==> src/rtl/fifo_drain_framer.sv <==
// fifo_drain_framer: drains a fall-through FIFO read port into a valid/ready
// stream framed into packets of BURST words; an idle FIFO closes a partial
// packet after TOUT cycles.
//   rclk, rrst            read clock, async active-high reset
//   rdata, rempty, rinc   FIFO head word, empty flag, pop strobe
//   m_data, m_valid,
//   m_last, m_ready       output stream
//   pkt_cnt               completed packets, wraps at 2^16
module fifo_drain_framer #(
    parameter int DSIZE = 8,
    parameter int BURST = 4,
    parameter int TOUT  = 16
) (
    input  logic             rclk,
    input  logic             rrst,
    input  logic [DSIZE-1:0] rdata,
    input  logic             rempty,
    output logic             rinc,
    output logic [DSIZE-1:0] m_data,
    output logic             m_valid,
    output logic             m_last,
    input  logic             m_ready,
    output logic [15:0]      pkt_cnt
);
    localparam int BW = BURST > 1 ? $clog2(BURST) : 1;
    localparam int IW = TOUT > 1 ? $clog2(TOUT) : 1;
    typedef enum logic [1:0] {EMPTY, HOLD, CLOSE} state_t;
    state_t           state_q, state_d;
    logic [DSIZE-1:0] h_data_q, h_data_d, o_data_q, o_data_d;
    logic [BW-1:0]    h_beat_q, h_beat_d, beat_q, beat_d;
    logic [IW-1:0]    idle_q, idle_d;
    logic             o_valid_q, o_valid_d, o_last_q, o_last_d;
    logic [15:0]      pkt_q, pkt_d;
    logic             h_valid, o_free, h_final, tout, close, h_move, pop;
    // H is occupied in both HOLD and CLOSE; CLOSE marks a timed-out word
    // waiting for the output register to drain.
    assign h_valid = state_q != EMPTY;
    assign o_free  = !o_valid_q || m_ready;
    assign h_final = h_valid && h_beat_q == BW'(BURST - 1);
    assign tout    = h_valid && !h_final && idle_q == IW'(TOUT - 1);
    // A timeout only ends the packet if no new word is there to continue it.
    assign close   = tout && rempty;
    assign h_move  = h_valid && o_free && (h_final || !rempty || tout);
    assign pop     = !rrst && !rempty && (!h_valid || h_move);
    assign rinc    = pop;
    assign m_data  = o_data_q;
    assign m_valid = o_valid_q;
    assign m_last  = o_last_q;
    assign pkt_cnt = pkt_q;
    always_comb begin
        state_d   = pop ? HOLD : h_move ? EMPTY : (tout && !o_free) ? CLOSE : state_q;
        h_data_d  = pop ? rdata : h_data_q;
        h_beat_d  = pop ? beat_q : h_beat_q;
        beat_d    = pop ? (beat_q == BW'(BURST - 1) ? '0 : beat_q + BW'(1))
                  : (h_move && close) ? '0 : beat_q;
        // Saturating at TOUT-1 keeps the timeout pending while O is blocked.
        idle_d    = (pop || !h_valid) ? '0
                  : (!h_final && rempty && idle_q != IW'(TOUT - 1)) ? idle_q + IW'(1) : idle_q;
        o_data_d  = h_move ? h_data_q : o_data_q;
        o_last_d  = h_move ? (h_final || close) : o_last_q;
        o_valid_d = h_move || (o_valid_q && !m_ready);
        pkt_d     = pkt_q + 16'(o_valid_q && m_ready && o_last_q);
    end
    always_ff @(posedge rclk or posedge rrst) begin
        if (rrst) begin
            state_q   <= EMPTY;
            h_data_q  <= '0;
            h_beat_q  <= '0;
            beat_q    <= '0;
            idle_q    <= '0;
            o_data_q  <= '0;
            o_valid_q <= 1'b0;
            o_last_q  <= 1'b0;
            pkt_q     <= '0;
        end else begin
            state_q   <= state_d;
            h_data_q  <= h_data_d;
            h_beat_q  <= h_beat_d;
            beat_q    <= beat_d;
            idle_q    <= idle_d;
            o_data_q  <= o_data_d;
            o_valid_q <= o_valid_d;
            o_last_q  <= o_last_d;
            pkt_q     <= pkt_d;
        end
    end
endmodule

==> config.mk <==
export PLATFORM = sky130hd
export DESIGN_NAME = fifo_drain_framer
export DESIGN_NICKNAME = d
export VERILOG_FILES = /design/src/rtl/fifo_drain_framer.sv
export SDC_FILE = /design/constraint.sdc
export NUM_CORES = 1
export LEC_CHECK = 0
export BUFFER_PORTS_ARGS = -buffer_cell sky130_fd_sc_hd__buf_2
export CAP_MARGIN = 10
export CORE_MARGIN = 1.5
export CORE_UTILIZATION = 45
export DETAILED_ROUTE_END_ITERATION = 10
export HOLD_SLACK_MARGIN = 0.1
export PLACE_DENSITY = 0.77
export RECOVER_POWER = 100
export SYNTH_ARGS = -nofsm -noshare
export SYNTH_HDL_FRONTEND = slang
export SYNTH_SLANG_ARGS = --single-unit
==> constraint.sdc <==
create_clock -name rclk -period 4.08 [get_ports rclk]
set_clock_uncertainty 0.05 [all_clocks]
set_input_delay 0.204 -clock rclk [delete_from_list [all_inputs] [get_ports rclk]]
set_output_delay 0.204 -clock rclk [all_outputs]
set_load 0.02 [all_outputs]
== After elaboration in Yosys (flattened, before gate mapping) ==
Cells that the tools add are included.

* Multiplexer cells: 8
* Add/sub/neg operators: 3
* Equality and inequality tests: 4
* Reduce and logical (&&, ||, !) cells: 33

{| class="wikitable"
|+ Operators with widths
! cell !! number
|-
| $add A16 B1 Y16 || 1
|-
| $logic_and A1 B1 Y1 || 15
|-
| $mux W2 || 6
|-
| $mux W4 || 2
|-
| $logic_not A1 Y1 || 7
|-
| $logic_or A1 B1 Y1 || 7
|-
| $reduce_bool A2 Y1 || 3
|-
| $add A4 B1 Y4 const B || 1
|-
| $eq A2 B2 Y1 const B || 2
|-
| $eq A4 B4 Y1 const B || 1
|-
| $ne A4 B4 Y1 const B || 1
|-
| $reduce_bool A3 Y1 || 1
|-
| $add A2 B1 Y2 const B || 1
|}

* Bits of input ports: 12
* Output and inout port bits: 27
* Logic and storage cells: 57
* Register bits: 44

== Longest topological paths before layout ==
Gate-level depths: netlist of the first run.

* Word-level depth: 11
* Mapped depth: 7
* Mapped depth without buffers: 7

== Worst setup path before layout of the first run ==
OpenSTA, ideal clock, no wires.

* Path kind: register -> register
* Start: register o_valid_q, in the netlist m_valid
* End: register pkt_q[12], in the netlist pkt_cnt[12]
* Setup slack: 2304 ps
* Path buffers: 0
* Required time: 3900 ps
* Cell stages (with the launch flop): 8
* Setup time: 130 ps
* Period minus slack after synthesis: 1776 ps
* Arrival time: 1596 ps
* Path through: dfrtp_1 -> and3_1 -> ha_1 -> ha_1 -> nand4_1 -> nor3_1 -> nand2_1 -> xnor2_1

* Longest elaborated chain between the ends: 3

{| class="wikitable"
|+ Ends and longest elaborated chain
! element !! line !! RTL
|-
| from (decl) || 32 || <nowiki>logic o_valid_q, o_valid_d, o_last_q, o_last_d;</nowiki>
|-
| from (signal assigned) || 82 || <nowiki>o_valid_q <= o_valid_d;</nowiki>
|-
| $logic_and A1 B1 Y1 (2 in series) || 62 || <nowiki>pkt_d = pkt_q + 16'(o_valid_q && m_ready && o_last_q);</nowiki>
|-
| $add A16 B1 Y16 || 62 ||
|-
| net pkt_d[12] || 33 || <nowiki>logic [15:0] pkt_q, pkt_d;</nowiki>
|-
| to (signal assigned) || 84 || <nowiki>pkt_q <= pkt_d;</nowiki>
|-
| to (decl) || 33 ||
|}

The timed path passes the listed nets, and every way through them passes these cells.
A chain may end at the register's enable or synchronous reset.

== Final worst setup path of the first run ==
* Start: register idle_q[0]
* End: register o_data_q[5], in the netlist m_data[5]

* Longest elaborated chain between the ends: 4

{| class="wikitable"
|+ Ends and longest elaborated chain
! element !! line !! RTL
|-
| from (decl) || 31 || <nowiki>logic [IW-1:0] idle_q, idle_d;</nowiki>
|-
| from (signal assigned) || 80 || <nowiki>idle_q <= idle_d;</nowiki>
|-
| $eq A4 B4 Y1 || 40 || <nowiki>assign tout = h_valid && !h_final && idle_q == IW'(TOUT - 1);</nowiki>
|-
| $logic_and A1 B1 Y1 || 40 ||
|-
| $logic_or A1 B1 Y1 || 43 || <nowiki>assign h_move = h_valid && o_free && (h_final || !rempty || tout);</nowiki>
|-
| $logic_and A1 B1 Y1 || 43 ||
|-
| to (signal assigned) || 81 || <nowiki>o_data_q <= o_data_d;</nowiki>
|-
| to (decl) || 29 || <nowiki>logic [DSIZE-1:0] h_data_q, h_data_d, o_data_q, o_data_d;</nowiki>
|}

No other way between the ends.

==> metrics.txt, run 1 <==
# H-tree levels=2; commonest non-fill, non-tap cell in the layout=dfrtp_1; Fin. Hold Viols=0; CP startpoint=idle_q[0]$_DFFE_PP0P_; RePlAce Congestion=0.804; Least-Margin Pin Slew=1.01 ns; Antenna Diode Count=0; # fillers=360; final wirelength=3400 um; Int Pwr=801 uW; placed insts=236; Mapped Cells=149; GRT Overall Usage=0.165; Rel. slew slack=0.323; Starting Density=0.477; status=completed; maxcap violations=0; Yosys warning total=0; Post-Syn Area=around 1900 um2; Fin Setup TNS=0 ns; DRT Pass-1 Iters=4; clock tree root driver cell=clkbuf_8; Hold Crit Start=m_ready; met2 usage=0.282; f_max=0.461 GHz; Pwr Density=approximately 530 nW/um2; crit path kind=reg -> reg; layout cells sized above 1=0.202; Leak=0.00104 uW; Final nets=between 200 and 250; CP endpoint kind=register; P_sw=403 uW; Ports=39; Net Sw Frac=0.335; GRT overflow=0; met1 Usage GRT=0.193; Syn Nets=165; worst hold path class=in -> reg; most frequent cells in the layout=44 x dfrtp_1, 29 x clkbuf_1, 14 x mux2_2, 10 x xnor2_1, 10 x buf_2; crit-path cells=ha_1 > nand3_1 > a31oi_1 > mux2_2; VDD IR max=about 360 uV; crit path time final=2.17 ns; CTS sink count=44; number of global-route vias before repair=1288; area grow syn2layout=18.4%; Rows=23; number of gates resized after cts=0; final non-filler cell total=253; Syn Area/Cell=13.0 um2; final setup fails=0; Die X=68.6 um; Worst path slowest cell=a31oi_1; CTS Buf Count=5; DRT iter0 DRCs=79; Final Cycle Share=0.532; Clk Latency, worst-skew pair=0.30 ns; Worst Path Required=4.22 ns; PortBufs=38; RR Startpoint=idle_q[0]$_DFFE_PP0P_; Sequential Power Share=0.504; worst path arrival time=2.31 ns; grt met3 use=0.0422; global-route wire length before repair=5580 um; RSZ-0062 raised after global routing=false; GR peak layer=met2; largest net degree at the start of global routing=45; antenna-violating nets left=0; Worst Path Max Fanout=9; flops & latches, synth=44; clock power share=0.235; routed via count=1306; post-place setup slack=2.31 ns; Worst path max stage delay=between 0.8 and 0.9 ns; max-slew violation count=0; Final HPWL DP=2380 um; Setup WS post-layout=1.91 ns; CP Launch Type=register; core area=4060 um2; Comb power frac=0.260; # DRC=0; CTS tree=yes; sequential area share after synthesis=0.569; Clock transition at path regs=0.08 ns; Synth cell types=38; Vias/cell=between 5 and 6; Wirelength per Cell=between 10 and 15 um; chip height=between 60 and 70 um; full die area=4700 um2; Max clock buf depth=2; initial antenna violation count=0
## power by group through the flow
| stage | clock network, uW | logic, uW | registers, uW |
|---|---|---|---|
| finish | 283 | 313 | 607 |
| global route | 312 | 347 | 624 |
| CTS | 292 | 343 | 607 |
| detailed placement | 0 | 337 | 616 |
| global placement | 0 | 327 | 612 |
| floorplan | 0 | 158 | 679 |
## state kept, by name, summed over array words and instances, names as in the netlist
register,flops
h_data_q,8
state_q,2
m_data,8
pkt_cnt,16
h_beat_q,2
idle_q,4
beat_q,2
m_last,1
m_valid,1
## critical path: cells and delay by family, from the launching register on
family          cells  cell delay [ns]
compound gates      1             0.86
mux                 1             0.42
fa+ha+maj           1             0.18
flops               1             0.38
simple gates        1             0.16
## cells in the mapped netlist
cell type | count | share of area
nor2b_1 | 1 | 0.0032
o31ai_1 | 1 | 0.0039
mux2i_1 | 2 | 0.010
nor2_1 | 8 | 0.016
nand2b_2 | 1 | 0.0045
ha_1 | 4 | 0.026
nand3_2 | 2 | 0.010
a21oi_1 | 4 | 0.010
o2111ai_1 | 1 | 0.0045
a2bb2oi_1 | 1 | 0.0045
o211ai_1 | 2 | 0.0078
a21o_1 | 1 | 0.0039
o21ai_2 | 1 | 0.0045
buf_2 | 1 | 0.0026
nand2b_1 | 1 | 0.0032
mux2_2 | 14 | 0.082
nor3_1 | 3 | 0.0078
xnor2_1 | 10 | 0.045
mux2_1 | 4 | 0.023
and3_1 | 3 | 0.0097
a31oi_4 | 1 | 0.011
a22o_1 | 1 | 0.0045
nor2_2 | 2 | 0.0065
buf_6 | 1 | 0.0058
nand2_1 | 7 | 0.014
o21ai_4 | 1 | 0.0084
and2_1 | 1 | 0.0032
or2_2 | 2 | 0.0065
nand4_2 | 1 | 0.0065
xor2_1 | 6 | 0.027
nand4_1 | 2 | 0.0065
inv_1 | 5 | 0.0097
dfrtp_1 | 44 | 0.57
nand3_1 | 5 | 0.013
a31o_2 | 1 | 0.0045
o21ai_0 | 2 | 0.0052
a32o_1 | 1 | 0.0052
nor4_4 | 1 | 0.011
## per-stage QoR
step / area (um2) / util / hold slack [ns] / power [uW]
2_1_floorplan: 1930 / - / 0.304 / 837
3_3_place_gp: 2180 / 0.537 / 0.336 / 939
3_5_place_dp: 2180 / 0.537 / 0.341 / 953
4_1_cts: 2350 / 0.580 / 0.104 / 1240
5_1_grt: 2290 / 0.564 / 0.271 / 1280
6_report: 2290 / 0.564 / 0.243 / 1200
## worst paths after layout
path / end / slack [ns] / cells after the start
hold reg to reg: pkt_cnt[15]$_DFF_PP0_ / 0.43 / 1
setup reg to reg: m_data[5]$_DFFE_PP0P_ / 1.91 / 4
min in group asynchronous: pkt_cnt[1]$_DFF_PP0_ / 0.54 / 4
max in group asynchronous: m_data[0]$_DFFE_PP0P_ / 3.08 / 4
setup / recovery: m_data[5]$_DFFE_PP0P_ / 1.91 / 4
hold / removal: state_q[0]$_DFFE_PP0P_ / 0.24 / 4
## area by class of cell
type | instances | area [um2] | area share
tap | 50 | 62.6 | 0.0273
clock buffer | 7 | 86.3 | 0.0377
multi-input combinational | 98 | 761 | 0.332
sequential | 44 | 1100 | 0.481
clock inverter | 1 | 7.51 | 0.00328
timing repair buffer | 48 | 253 | 0.110
inverter | 5 | 18.8 | 0.00820
## routing by layer
metal | vias up | part of all wire
li1 | 627 | -
met1 | 639 | 0.43
met2 | 35 | 0.50
met3 | 5 | 0.056
met4 | 0 | 0.013
met5 | - | 0
## cells by family after synthesis
family,Yosys count,share of synthesized area
adder cells (fa/ha/maj),4,0.0259
AND/OR/NAND/NOR,40,0.121
flip-flops,44,0.569
XOR/XNOR,16,0.0724
AO/OA/AOI/OAI,18,0.0783
multiplexers,20,0.115
buffers and inverters,7,0.0181
## timing repair
| item | CTS | global route |
|---|---|---|
| hold buffers | 8 | 1 |
| hold endpoints to repair | 51 | 1 |
| buffers inserted | 0 | 0 |
No activity file was read; power rests on OpenSTA's default activity.
==> run 2: changes to the inputs <==
==> constraint.sdc (replaced) <==
create_clock -name rclk -period 2 [get_ports rclk]
set_clock_uncertainty 0.05 [all_clocks]
set_input_delay 0.1 -clock rclk [delete_from_list [all_inputs] [get_ports rclk]]
set_output_delay 0.1 -clock rclk [all_outputs]
set_load 0.02 [all_outputs]
==> run 2 against run 1 <==
First-iteration DRC count decreased by 13%. Hold slack got worse by 0.10 ns. Flip-flop and latch count unchanged. Die area unchanged. Non-clock buffer count increased by 1. Combinational power increased by 110%. Cell area increased by 2.0%. Fmax increased by 23%. Global-route usage increased by 0.064 points. Critical path depth increased by 3. Sequential share of layout area decreased by 0.95 points. Clock-buffer cell count decreased by 1.
==> metrics.txt, run 2 (synthesized netlist as in run 1, its figures left out) <==
status=completed; CP Launch Type=register; initial antenna violation count=0 (unchanged); P_sw=824 uW (+100%); # DRC=0 (unchanged); Starting Density=0.477 (unchanged); Vias/cell=5.22 (+1.1%); Clk Latency, worst-skew pair=0.30 ns (about the same); GRT overflow=0 (unchanged); max-slew violation count=0 (unchanged); VDD IR max=596 uV (+66%); most frequent cells in the layout=44 x dfrtp_1, 31 x clkbuf_1, 14 x mux2_2, 10 x xnor2_1, 10 x buf_2; Int Pwr=1730 uW (+120%); core area=4060 um2 (unchanged); CTS tree=yes; Rows=23 (unchanged); worst hold path class=in -> reg; clock power share=0.260 (+0.025); number of gates resized after cts=0 (unchanged); Pwr Density=1090 nW/um2 (+110%); Final Util=0.576 (+0.0114); Worst Path Required=2.13 ns (-2.09 ns); Net Sw Frac=0.323 (-0.0115); max FFs per register=16 (unchanged); clock tree root driver cell=clkbuf_8; crit path kind=reg -> reg; # H-tree levels=2 (unchanged); DRT Pass-1 Iters=4 (unchanged); routed via count=1326 (+1.5%); Max clock buf depth=2 (unchanged); Least-Margin Pin Slew=0.787 ns (-0.225 ns); CTS sink count=44 (unchanged); number of global-route vias before repair=1247 (-3.2%); largest net degree at the start of global routing=22 (-51%); Worst Path Max Fanout=4 (-5); Leak=0.00106 uW (+2.6%); DRT iter0 DRCs=69 (-13%); RSZ-0062 raised after global routing=false; Setup Buffers After CTS=0 (unchanged); final setup fails=0 (unchanged); Clock transition at path regs=0.08 ns (about the same); commonest non-fill, non-tap cell in the layout=dfrtp_1; Comb power frac=0.256 (-0.004); f_max=0.568 GHz (+23%); RePlAce Congestion=0.762 (-5.3%); Sequential Power Share=0.485 (-0.019); GRT Overall Usage=0.165 (+0.000639); hold buffers post-CTS=9 (+1); final wirelength=3430 um (+0.97%); Fin Setup TNS=0 ns (unchanged); area grow syn2layout=20.8%; layout cells sized above 1=0.211 (+0.00881); PortBufs=38 (unchanged); Ports=39 (unchanged); Final Cycle Share=0.880 (+0.348); Final HPWL DP=2450 um (+2.9%); worst path arrival time=1.89 ns (-0.42 ns); crit path time final=1.76 ns (-0.411 ns); CTS Buf Count=5 (unchanged); CP endpoint kind=register; Final nets=219 (+0.46%); chip height=68.6 um (unchanged); antenna-violating nets left=0 (unchanged); Rel. slew slack=0.476 (+0.153); maxcap violations=0 (unchanged); full die area=4700 um2 (unchanged); Antenna Diode Count=0 (unchanged); Fin. Hold Viols=0 (unchanged); Wirelength per Cell=13.5 um (+0.57%); Die X=68.6 um (unchanged); WHS=0.143 ns (-0.100 ns); global-route wire length before repair=5600 um (+0.36%)
[run 2: worst paths after layout]
check	to	cells after the start	start	slack [ns]
max in group asynchronous	m_data[0]$_DFFE_PP0P_	4	rrst	0.49
max	pkt_cnt[12]$_DFF_PP0_	7	m_valid$_DFF_PP0_	0.24
min	pkt_cnt[0]$_DFF_PP0_	3	m_ready	0.14
min reg2reg	pkt_cnt[15]$_DFF_PP0_	1	pkt_cnt[15]$_DFF_PP0_	0.42
min in group asynchronous	pkt_cnt[0]$_DFF_PP0_	3	rrst	0.33
max reg2reg	pkt_cnt[12]$_DFF_PP0_	7	m_valid$_DFF_PP0_	0.24
[run 2: cell type report]
cell class	count	area, um2
flip-flops and latches	44	1100
well taps	50	62.6
clock inverters	2	35.0
inverters	5	18.8
clock buffers	6	72.6
fillers	356	1720
repair buffers	49	253
multi-input cells	98	793
[run 2: worst max-delay path, stage by stage, from the launching register on]
cell	delay, ns
dfrtp_1	0.40
and3_1	0.17
ha_1	0.17
ha_1	0.23
nand4_1	0.12
nor3_1	0.27
nand2_1	0.10
xnor2_1	0.13
[run 2: power by group through the flow]
stage / clock (uW) / combinational, uW / sequential [uW]
after floorplan: 0 / 322 / 1390
after global placement: 0 / 666 / 1250
after detailed placement: 0 / 683 / 1250
after CTS: 684 / 701 / 1230
after global routing: 717 / 714 / 1270
final: 663 / 652 / 1240
[run 2: stage by stage]
| step | total power (uW) | cell area [um2] | worst slack (ns) | cells |
|---|---|---|---|---|
| global route | 2700 | 2340 | 0.0872 | 254 |
| floorplan | 1710 | 1930 | 0.224 | 149 |
| CTS | 2620 | 2380 | 0.235 | 254 |
| global placement | 1910 | 2190 | 0.316 | 237 |
| finish | 2550 | 2340 | 0.239 | 254 |
| detailed placement | 1930 | 2190 | 0.257 | 237 |
[run 2: metal layers]
layer | vias to the layer above | global-route usage | wire (um)
met2 | 34 | 0.276 | 1690
met3 | 7 | 0.0438 | 163
li1 | 628 | - | -
met4 | 0 | 0.0825 | 66
met5 | - | 0 | 0
met1 | 657 | 0.196 | 1520
